==> src/rtl/pwm_multi.sv <==
// Multi-channel PWM generator with prescaler, edge/center-aligned counting,
// shadowed duty/period/mode updates applied at period boundaries, and a sync pulse.
module pwm_multi #(
  parameter int WIDTH   = 8,
  parameter int CH      = 4,
  parameter int PRESC_W = 4
) (
  input  logic                  CLK,
  input  logic                  aRSTin,
  input  logic                  EN,
  input  logic                  MODE,
  input  logic [PRESC_W-1:0]    PRESC,
  input  logic [WIDTH-1:0]      PERIOD,
  input  logic [CH*WIDTH-1:0]   Din,
  input  logic                  WR,
  output logic [CH-1:0]         PWM,
  output logic                  SYNC,
  output logic                  PENDING
);

  typedef enum logic {UP = 1'b0, DOWN = 1'b1} dir_t;

  logic [PRESC_W-1:0]  pc, pc_n;
  logic [WIDTH-1:0]    cnt, cnt_n;
  dir_t                dir, dir_n;
  logic [CH*WIDTH-1:0] dact, dact_n, sh_d;
  logic [WIDTH-1:0]    pact, pact_n, sh_p;
  logic                mact, mact_n, sh_m;
  logic                running;
  logic                tick, bnd;
  logic [CH-1:0]       pwm_n;
  logic                pending_n;

  assign tick = (pc >= PRESC);

  // NOTE: every variable gets a default at the top of the block so no path leaves it unassigned (no latches).
  always_comb begin
    pc_n   = pc;
    cnt_n  = cnt;
    dir_n  = dir;
    dact_n = dact;
    pact_n = pact;
    mact_n = mact;
    bnd    = 1'b0;
    if (!EN) begin
      pc_n  = '0;
      cnt_n = '0;
      dir_n = UP;
    end else if (!running) begin
      // Restart after disable or reset is treated as a period boundary.
      bnd  = 1'b1;
      pc_n = '0;
    end else if (!tick) begin
      pc_n = pc + 1'b1;
    end else begin
      pc_n = '0;
      if (!mact) begin
        if (cnt >= pact) bnd = 1'b1;
        else             cnt_n = cnt + 1'b1;
      end else if (dir == UP) begin
        if (cnt >= pact) begin
          if (pact <= WIDTH'(1)) bnd = 1'b1;
          else begin
            dir_n = DOWN;
            cnt_n = pact - 1'b1;
          end
        end else begin
          cnt_n = cnt + 1'b1;
        end
      end else begin
        if (cnt <= WIDTH'(1)) bnd = 1'b1;
        else                  cnt_n = cnt - 1'b1;
      end
    end
    if (bnd) begin
      cnt_n = '0;
      dir_n = UP;
      // A write landing on the boundary bypasses the shadow and applies at once.
      if (WR) begin
        dact_n = Din;
        pact_n = PERIOD;
        mact_n = MODE;
      end else if (PENDING) begin
        dact_n = sh_d;
        pact_n = sh_p;
        mact_n = sh_m;
      end
    end
  end

  // Compare against next-state values so the registered output matches cnt in the same cycle.
  always_comb begin
    pwm_n = '0;
    for (int i = 0; i < CH; i++)
      pwm_n[i] = EN && (cnt_n < dact_n[i*WIDTH +: WIDTH]);
  end

  assign pending_n = bnd ? 1'b0 : (WR ? 1'b1 : PENDING);

  // NOTE: sequential state uses non-blocking assignments only, so all flops update from pre-edge values.
  always_ff @(posedge CLK or negedge aRSTin) begin
    if (!aRSTin) begin
      pc      <= '0;
      cnt     <= '0;
      dir     <= UP;
      dact    <= '0;
      pact    <= '1;
      mact    <= 1'b0;
      sh_d    <= '0;
      sh_p    <= '1;
      sh_m    <= 1'b0;
      running <= 1'b0;
      PWM     <= '0;
      SYNC    <= 1'b0;
      PENDING <= 1'b0;
    end else begin
      pc      <= pc_n;
      cnt     <= cnt_n;
      dir     <= dir_n;
      dact    <= dact_n;
      pact    <= pact_n;
      mact    <= mact_n;
      running <= EN;
      PWM     <= pwm_n;
      SYNC    <= bnd;
      PENDING <= pending_n;
      if (WR) begin
        sh_d <= Din;
        sh_p <= PERIOD;
        sh_m <= MODE;
      end
    end
  end

endmodule

==> config.mk <==
export PLATFORM = sky130hd
export DESIGN_NAME = pwm_multi
export DESIGN_NICKNAME = d
export VERILOG_FILES = /design/src/rtl/pwm_multi.sv
export SDC_FILE = /design/constraint.sdc
export NUM_CORES = 1
export LEC_CHECK = 0
export ABC_AREA = 1
export BUFFER_PORTS_ARGS = -buffer_cell sky130_fd_sc_hd__buf_4
export CAP_MARGIN = 20
export CORE_MARGIN = 1.5
export CORE_UTILIZATION = 45
export DETAILED_ROUTE_END_ITERATION = 6
export PLACE_DENSITY_LB_ADDON = 0.08
export SYNTH_ARGS = -nofsm -noshare
export SYNTH_HDL_FRONTEND = slang
export SYNTH_SLANG_ARGS = --single-unit
==> constraint.sdc <==
create_clock -name CLK -period 7.3 [get_ports CLK]
set_input_delay 1.095 -clock CLK [delete_from_list [all_inputs] [get_ports CLK]]
set_output_delay 1.095 -clock CLK [all_outputs]
set_load 0.05 [all_outputs]
==> results of run 1 <==
[metal layers]
metal	share of wire (%)	routed length [µm]	vias to the layer above
li1	-	-	2658
met1	47	6904	2458
met2	48	6973	86
met3	3.0	433	24
met4	2.4	348	0
met5	0	0	-
[critical path, stage by stage, from the launching register on]
cell and delay (ps):
dfstp_2 540, inv_1 70, ha_1 290, a21oi_1 150
nor2_1 60, nor2_2 140, nand3_2 270, nand2_1 210
nand2_1 70, nand2_1 90, nand2_1 70, nand2_2 80
nand2_4 80, nor2_2 160, inv_1 130, a211oi_1 850
ha_1 390, nand2_1 110, inv_1 60, nand3_1 60
nand3_1 70, a21oi_1 140
[cells in the mapped netlist (2+ instances only)]
cell type and instances:
o21ai_2 27, ha_1 46, inv_2 32, a21oi_1 56, buf_1 7, nor2_1 65
o21ai_0 30, buf_8 4, a21boi_0 4, inv_1 51, o21a_1 28, clkinv_1 2
nand2_1 218, nand2_2 30, nand3_2 2, dfrtp_1 86, dfstp_2 16, xor2_1 12
nand3_1 22, buf_2 6, nor2_4 2, nor4_1 2, clkbuf_1 9, buf_4 2
o211ai_1 3, nand2_4 2, nor2_2 3, nor3_1 5, and2_1 4, nand4_1 3
a211oi_1 6
[sequential cells by signal, indices dropped and copies added, names as in the netlist]
register / count
PENDING: 1
PWM: 4
SYNC: 1
cnt: 8
dact: 32
dir: 1
mact: 1
pact: 8
pc: 4
running: 1
sh_d: 32
sh_m: 1
sh_p: 8
[where the power goes]
part / switching [mW] / internal [mW]
Clock: 0.214 / 0.273
Combinational: 0.256 / 0.153
Sequential: 0.0445 / 0.643
Total: 0.515 / 1.07
[path summary, 6_finish.rpt]
| check | from | to | slack, ps | cells past startpoint |
|---|---|---|---|---|
| min reg2reg | sh_m | sh_m | 470 | 2 |
| max | pact[5] | PWM[3] | 3130 | 21 |
| min | sh_m | sh_m | 470 | 2 |
| max in group asynchronous | aRSTin | cnt[0] | 5390 | 2 |
| max reg2reg | pact[5] | PWM[3] | 3130 | 21 |
| min in group asynchronous | aRSTin | dact[3] | 730 | 1 |
[final cells by class]
class                      instances  area share [%]
clock inverter                     3          0.3335
sequential                       102           36.08
timing repair buffer              58           6.107
clock buffer                      13           3.949
tap                              180           3.159
inverter                          86           4.563
multi-input combinational        580           45.81
[stage by stage]
| stage | util [%] | power (mW) |
|---|---|---|
| final | 51.56 | 1.583 |
| after floorplan | - | 0.9946 |
| after detailed placement | 49.35 | 1.109 |
| after global routing | 51.56 | 1.689 |
| after global placement | 49.35 | 1.098 |
| after CTS | 51.56 | 1.603 |
[cells by family (layout without fill, tap and decap cells)]
kind of cell,count (synthesis),after routing,synth area share (%)
AOI/OAI and AO/OA,162,162,16.41
xor gates and xnor gates,13,13,1.795
adders and majority gates,46,46,9.075
buffers and inverters,116,160,7.990
DFF,102,102,40.56
and+or+nand+nor,359,359,24.17
==> summary.md, run 1 <==
| Metric | Value |
|---|---|
| Most frequent cells in the layout | `218 x nand2_1, 86 x dfrtp_1, 64 x nor2_1` |
| Synthesized net count | `893` |
| Initial core utilization | `45.87%` |
| Vias | `5226` |
| Largest net degree at the start of global routing | `74` |
| Synth unique cells | `44` |
| Post-synth top area share | `33.93%` |
| Filler Cell Count | `1350` |
| Die X-Extent | `121.7 µm` |
| # H-tree levels | `3` |
| Clock Pin Slew Worst Setup and Hold Paths | `70 ps` |
| Post_cts resized | `0` |
| Core area | `13830 µm²` |
| Die area | `14820 µm²` |
| Later-pin clock latency in the skew report | `350 ps` |
| Iter 0 DRT Violations | `227` |
| Gr ovfl total | `0` |
| Post CTS Setup Buffer Count | `0` |
| Synthesized area per cell | `7.948 µm²` |
| GR Util met3 | `3.886%` |
| Antenna violations before repair | `0` |
| Mapped Cells | `798` |
| First-pass GRT wire length | `24910 µm` |
| # diodes | `0` |
| Final instance area | `7129 µm²` |
| LEAKAGE | `3.630 nW` |
| Max_slew headroom | `32.25%` |
| PwrDens | `222.0 nW/µm²` |
| Vias in the first global route | `5201` |
| CTS root buffer | `clkbuf_16` |
| FF+latch count, synth | `102` |
| CTS tree | `built` |
| Synth warn | `0` |
| Skew final | `10.41 ps` |
| Unrepaired setup endpoints after global routing | `false` |
| Setup tns final | `0 ps` |
| Worst setup EP type | `flop` |
| EDFF count, synth | `0` |
| Max-Cap Viols | `0` |
| Final wirelength | `14660 µm` |
| Tmin final | `4172 ps` |
| Total CTS buffers | `9` |
| Pre-CTS setup slack | `3007 ps` |
| Final number of setup-violating endpoints | `0` |
| Synth area leader | `dfrtp_1` |
| Area of the mapped netlist | `6342 µm²` |
| Critical Path AT | `4440 ps` |
| Seq. cell area | `2572 µm²` |
| Antenna Nets Post-Route | `0` |
| Synth top area cells | `dfrtp_1 34%, nand2_1 13%, ha_1 9.1%` |
| Outcome | `completed` |
| Critical path peak fanout | `13` |
| Die Y | `121.7 µm` |
| Worst EP required | `7570 ps` |
| Dpl cells | `1006` |
| Crit path launch type | `flop` |
| GR Util met2 | `35.63%` |
| RePlAce Congestion | `0.9028` |
| Rows | `43` |
| Dpl cell area | `6824 µm²` |
| Worst vdd ir | `0.0001094 V` |
| Footprint of the multi-input gates | `3266 µm²` |
| IO buf count | `54` |
| Nets | `932` |
| Slew Limit Fails | `0` |
| Post-synthesis sequential area ratio | `40.56%` |
| HPWL after detailed placement | `10470 µm` |
| CTS Hold Bufs | `0` |
| Worst Hold Class | `flop to flop` |
| Met1 global-route usage | `28.25%` |
| Async SR Flop Fraction | `100.0%` |
| DRC viols | `0` |
| Layout Cells excl Fill | `1022` |
| IO Count | `55` |
| Vias per cell | `5.114` |
| Clock Path Buffers | `2` |
| Highest clock rate | `239.7 MHz` |
| Clock tree sinks | `102` |
| Ys flop type | `dfrtp_1` |
| Area Growth Syn to Fin | `12.41%` |
| Fin crit share | `57.15%` |
| Pre-Repair DR Iteration Count | `4` |
| Fin. Hold Viols | `0` |
| Worst-Margin Slew | `1010 ps` |
| GRT Util Overall | `21.54%` |
| Share of cells above drive strength 1 | `22.68%` |
| Hold WS | `472.0 ps` |
| Most Crowded Layer GR | `met2` |
| Critical path class | `flop to flop` |
| Most common cell after layout, fill and taps aside | `nand2_1` |
| Wirelength per Cell | `14.34 µm` |
| Final setup margin | `3128 ps` |
No activity file was read; power rests on OpenSTA's default activity.
==> run 2: changes to the inputs <==
ABC_AREA = 0   (was 1)
clock period = 3.9 ns   (was 7.3 ns; I/O delays follow)
==> run 2 against run 1 <==
  * Worst hold slack worse by 100 ps
  * Die area fell by 2.6%
  * Combinational power up 90%
  * Critical path depth down 5
  * Non-clock buffer count is 39 higher
  * Sequential power rose by 94%
  * Final area grew 6.6%
  * Synthesized cell count shrank 24%
  * Sequential share of layout area fell by 2.2 points
  * Flip-flop and latch count did not move
  * Register-to-register slack got worse by 3000 ps
  * Via count shrank 4.7%
  * Largest power group unchanged
==> summary.md, run 2 <==
| Metric | Value |
|---|---|
| Outcome | `completed` |
| Die Y | `120.2 µm (-1.3%)` |
| # H-tree levels | `3 (unchanged)` |
| Dpl cells | `846 (-16%)` |
| Highest clock rate | `265.8 MHz (+11%)` |
| Layout Cells excl Fill | `866 (-15%)` |
| PwrDens | `389.4 nW/µm² (+75%)` |
| Critical path peak fanout | `3 (-10)` |
| IO buf count | `54 (unchanged)` |
| Rows | `42 (-2.3%)` |
| Wirelength per Cell | `18.26 µm (+27%)` |
| Post-synth top area share | `34.85% (+0.91 points)` |
| Pre-CTS setup slack | `-140.4 ps (-3147 ps)` |
| Synth area leader | `dfrtp_1` |
| Synth unique cells | `63 (+43%)` |
| Filler Cell Count | `1181 (-13%)` |
| Clock tree sinks | `102 (unchanged)` |
| Area Growth Syn to Fin | `23.06%` |
| Top Registers | `dact (32), sh_d (32)` |
| Vias in the first global route | `5094 (-2.1%)` |
| Pwr Total | `2.960 mW (+87%)` |
| Slew Limit Fails | `0 (unchanged)` |
| Vias | `4980 (-4.7%)` |
| Die area | `14440 µm² (-2.6%)` |
| Final wirelength | `15810 µm (+7.9%)` |
| CTS root buffer | `clkbuf_16` |
| Area of the mapped netlist | `6176 µm² (-2.6%)` |
| Antenna Nets Post-Route | `0 (unchanged)` |
| Nets | `780 (-16%)` |
| Max_slew headroom | `37.93% (+5.7 points)` |
| Ys flop type | `dfrtp_1` |
| Worst setup EP type | `flop` |
| Total CTS buffers | `9 (unchanged)` |
| Gr ovfl total | `0 (unchanged)` |
| DRC viols | `0 (unchanged)` |
| Footprint of the multi-input gates | `3527 µm² (+8.0%)` |
| Initial core utilization | `46.45% (+0.58 points)` |
| CTS Hold Bufs | `0 (unchanged)` |
| Setup tns final | `0 ps (unchanged)` |
| Post-synthesis sequential area ratio | `41.65% (+1.1 points)` |
| Max-Cap Viols | `0 (unchanged)` |
| Later-pin clock latency in the skew report | `350 ps (about the same)` |
| LEAKAGE | `3.311 nW (-8.8%)` |
| Critical path class | `flop to flop` |
| First-pass GRT wire length | `25600 µm (+2.8%)` |
| Clock Pin Slew Worst Setup and Hold Paths | `70 ps (about the same)` |
| Iter 0 DRT Violations | `256 (+13%)` |
| Share of cells above drive strength 1 | `35.22% (+13 points)` |
| Synthesized net count | `704 (-21%)` |
| Dpl cell area | `6970 µm² (+2.1%)` |
| Crit path launch type | `flop` |
| Final setup margin | `137.9 ps (-2990 ps)` |
| Fin crit share | `96.46% (+39 points)` |
| # diodes | `0 (unchanged)` |
| Critical Path AT | `4010 ps (-430 ps)` |
| GRT Util Overall | `22.69% (+1.1 points)` |
| Skew final | `6.157 ps (-4.253 ps)` |
| Worst Hold Class | `primary input to asynchronous set/reset pin` |
| Pre-Repair DR Iteration Count | `6 (+2)` |
| Final number of setup-violating endpoints | `0 (unchanged)` |
| CTS tree | `built` |
| Fin. Hold Viols | `0 (unchanged)` |
| Fin util | `57.16% (+5.6 points)` |
| Most common cell after layout, fill and taps aside | `buf_4` |
| FF+latch count, synth | `102 (unchanged)` |
| Synth warn | `0 (unchanged)` |
| Count leader, synth | `dfrtp_1` |
| EDFF count, synth | `0 (unchanged)` |
| Synth top area cells | `dfrtp_1 35%, ha_1 9.3%, mux2_2 8.2%` |
| Hold WS | `370.7 ps (-101.3 ps)` |
| Die X-Extent | `120.2 µm (-1.3%)` |
| RePlAce Congestion | `0.9117 (+0.99%)` |
| Seq. cell area | `2572 µm² (unchanged)` |
| Largest net degree at the start of global routing | `72 (-2.7%)` |
| HPWL after detailed placement | `11010 µm (+5.2%)` |
| Synth top cells by count | `86 x dfrtp_1, 56 x inv_1, 50 x a21oi_1` |
| Core area | `13300 µm² (-3.8%)` |
| Most frequent cells in the layout | `92 x buf_4, 86 x dfrtp_1, 56 x inv_1` |
| Clock Path Buffers | `2 (unchanged)` |
| Synthesized area per cell | `10.14 µm² (+28%)` |
| Antenna violations before repair | `0 (unchanged)` |
| Async SR Flop Fraction | `100.0% (unchanged)` |
| Mapped Cells | `609 (-24%)` |
| Final instance area | `7600 µm² (+6.6%)` |
| Worst EP required | `4150 ps (-3420 ps)` |
| Tmin final | `3762 ps (-409.8 ps)` |
| Worst vdd ir | `0.0002000 V (+83%)` |
| Worst-Margin Slew | `931.0 ps (-79.24 ps)` |
| Vias per cell | `5.751 (+12%)` |
| IO Count | `55 (unchanged)` |
[run 2: per-layer routing]
layer,track usage (%),wire length (µm),part of all wire [%]
met4,8.482,320,2.0
met1,29.63,7074,45
met5,0,0,0
met2,38.82,7993,51
met3,2.471,425,2.7
[run 2: power breakdown]
part           total [mW]  switching, mW  internal, mW
Sequential           1.33          0.101          1.23
Combinational       0.776          0.409         0.367
Clock               0.857          0.406         0.451
Total                2.96          0.916          2.04
[run 2: worst paths after layout]
kind,startpoint,end,slack (ps),depth (start not counted)
max in group asynchronous,aRSTin,sh_p[1],2700,2
max reg2reg,pact[0],PWM[0],140,16
min reg2reg,sh_m,sh_m,500,1
min,aRSTin,sh_d[11],370,1
min in group CLK,Din[30],sh_d[30],450,2
max,pact[0],PWM[0],140,16
[run 2: logic make-up after synthesis]
kind of cell	synth area share, %
flops	41.65
xor+xnor	1.702
compound gates	18.88
simple gates	13.80
mux	8.529
buf+inv	6.118
fa+ha+maj	9.319
[run 2: area by class of cell]
class | instances | share of cell area, %
clock buffers | 11 | 3.194
clock inverters | 5 | 0.4445
inverters | 57 | 2.848
multi-input cells | 418 | 46.41
flip-flops and latches | 102 | 33.85
well taps | 176 | 2.898
repair buffers | 97 | 10.36
[run 2: what timing repair did]
item	in CTS	in global routing
buffers inserted	0	3
resized for setup	3	50
endpoints found under the setup margin	3	4
gates cloned	0	1
pin swaps	0	24
[run 2: worst max-delay path: stages (launching register included)]
cell      delay (ps)
dfstp_2          560
ha_4             190
nand2b_4         130
a2111o_1         390
a211oi_2         320
nand4_1          230
nor2_2           200
nand2_1           60
or3_4            340
a31oi_4          170
buf_4            140
ha_1             240
a21oi_2          120
nor2b_1           50
o21ai_0          150
o21ai_1          110
nor4b_2          270
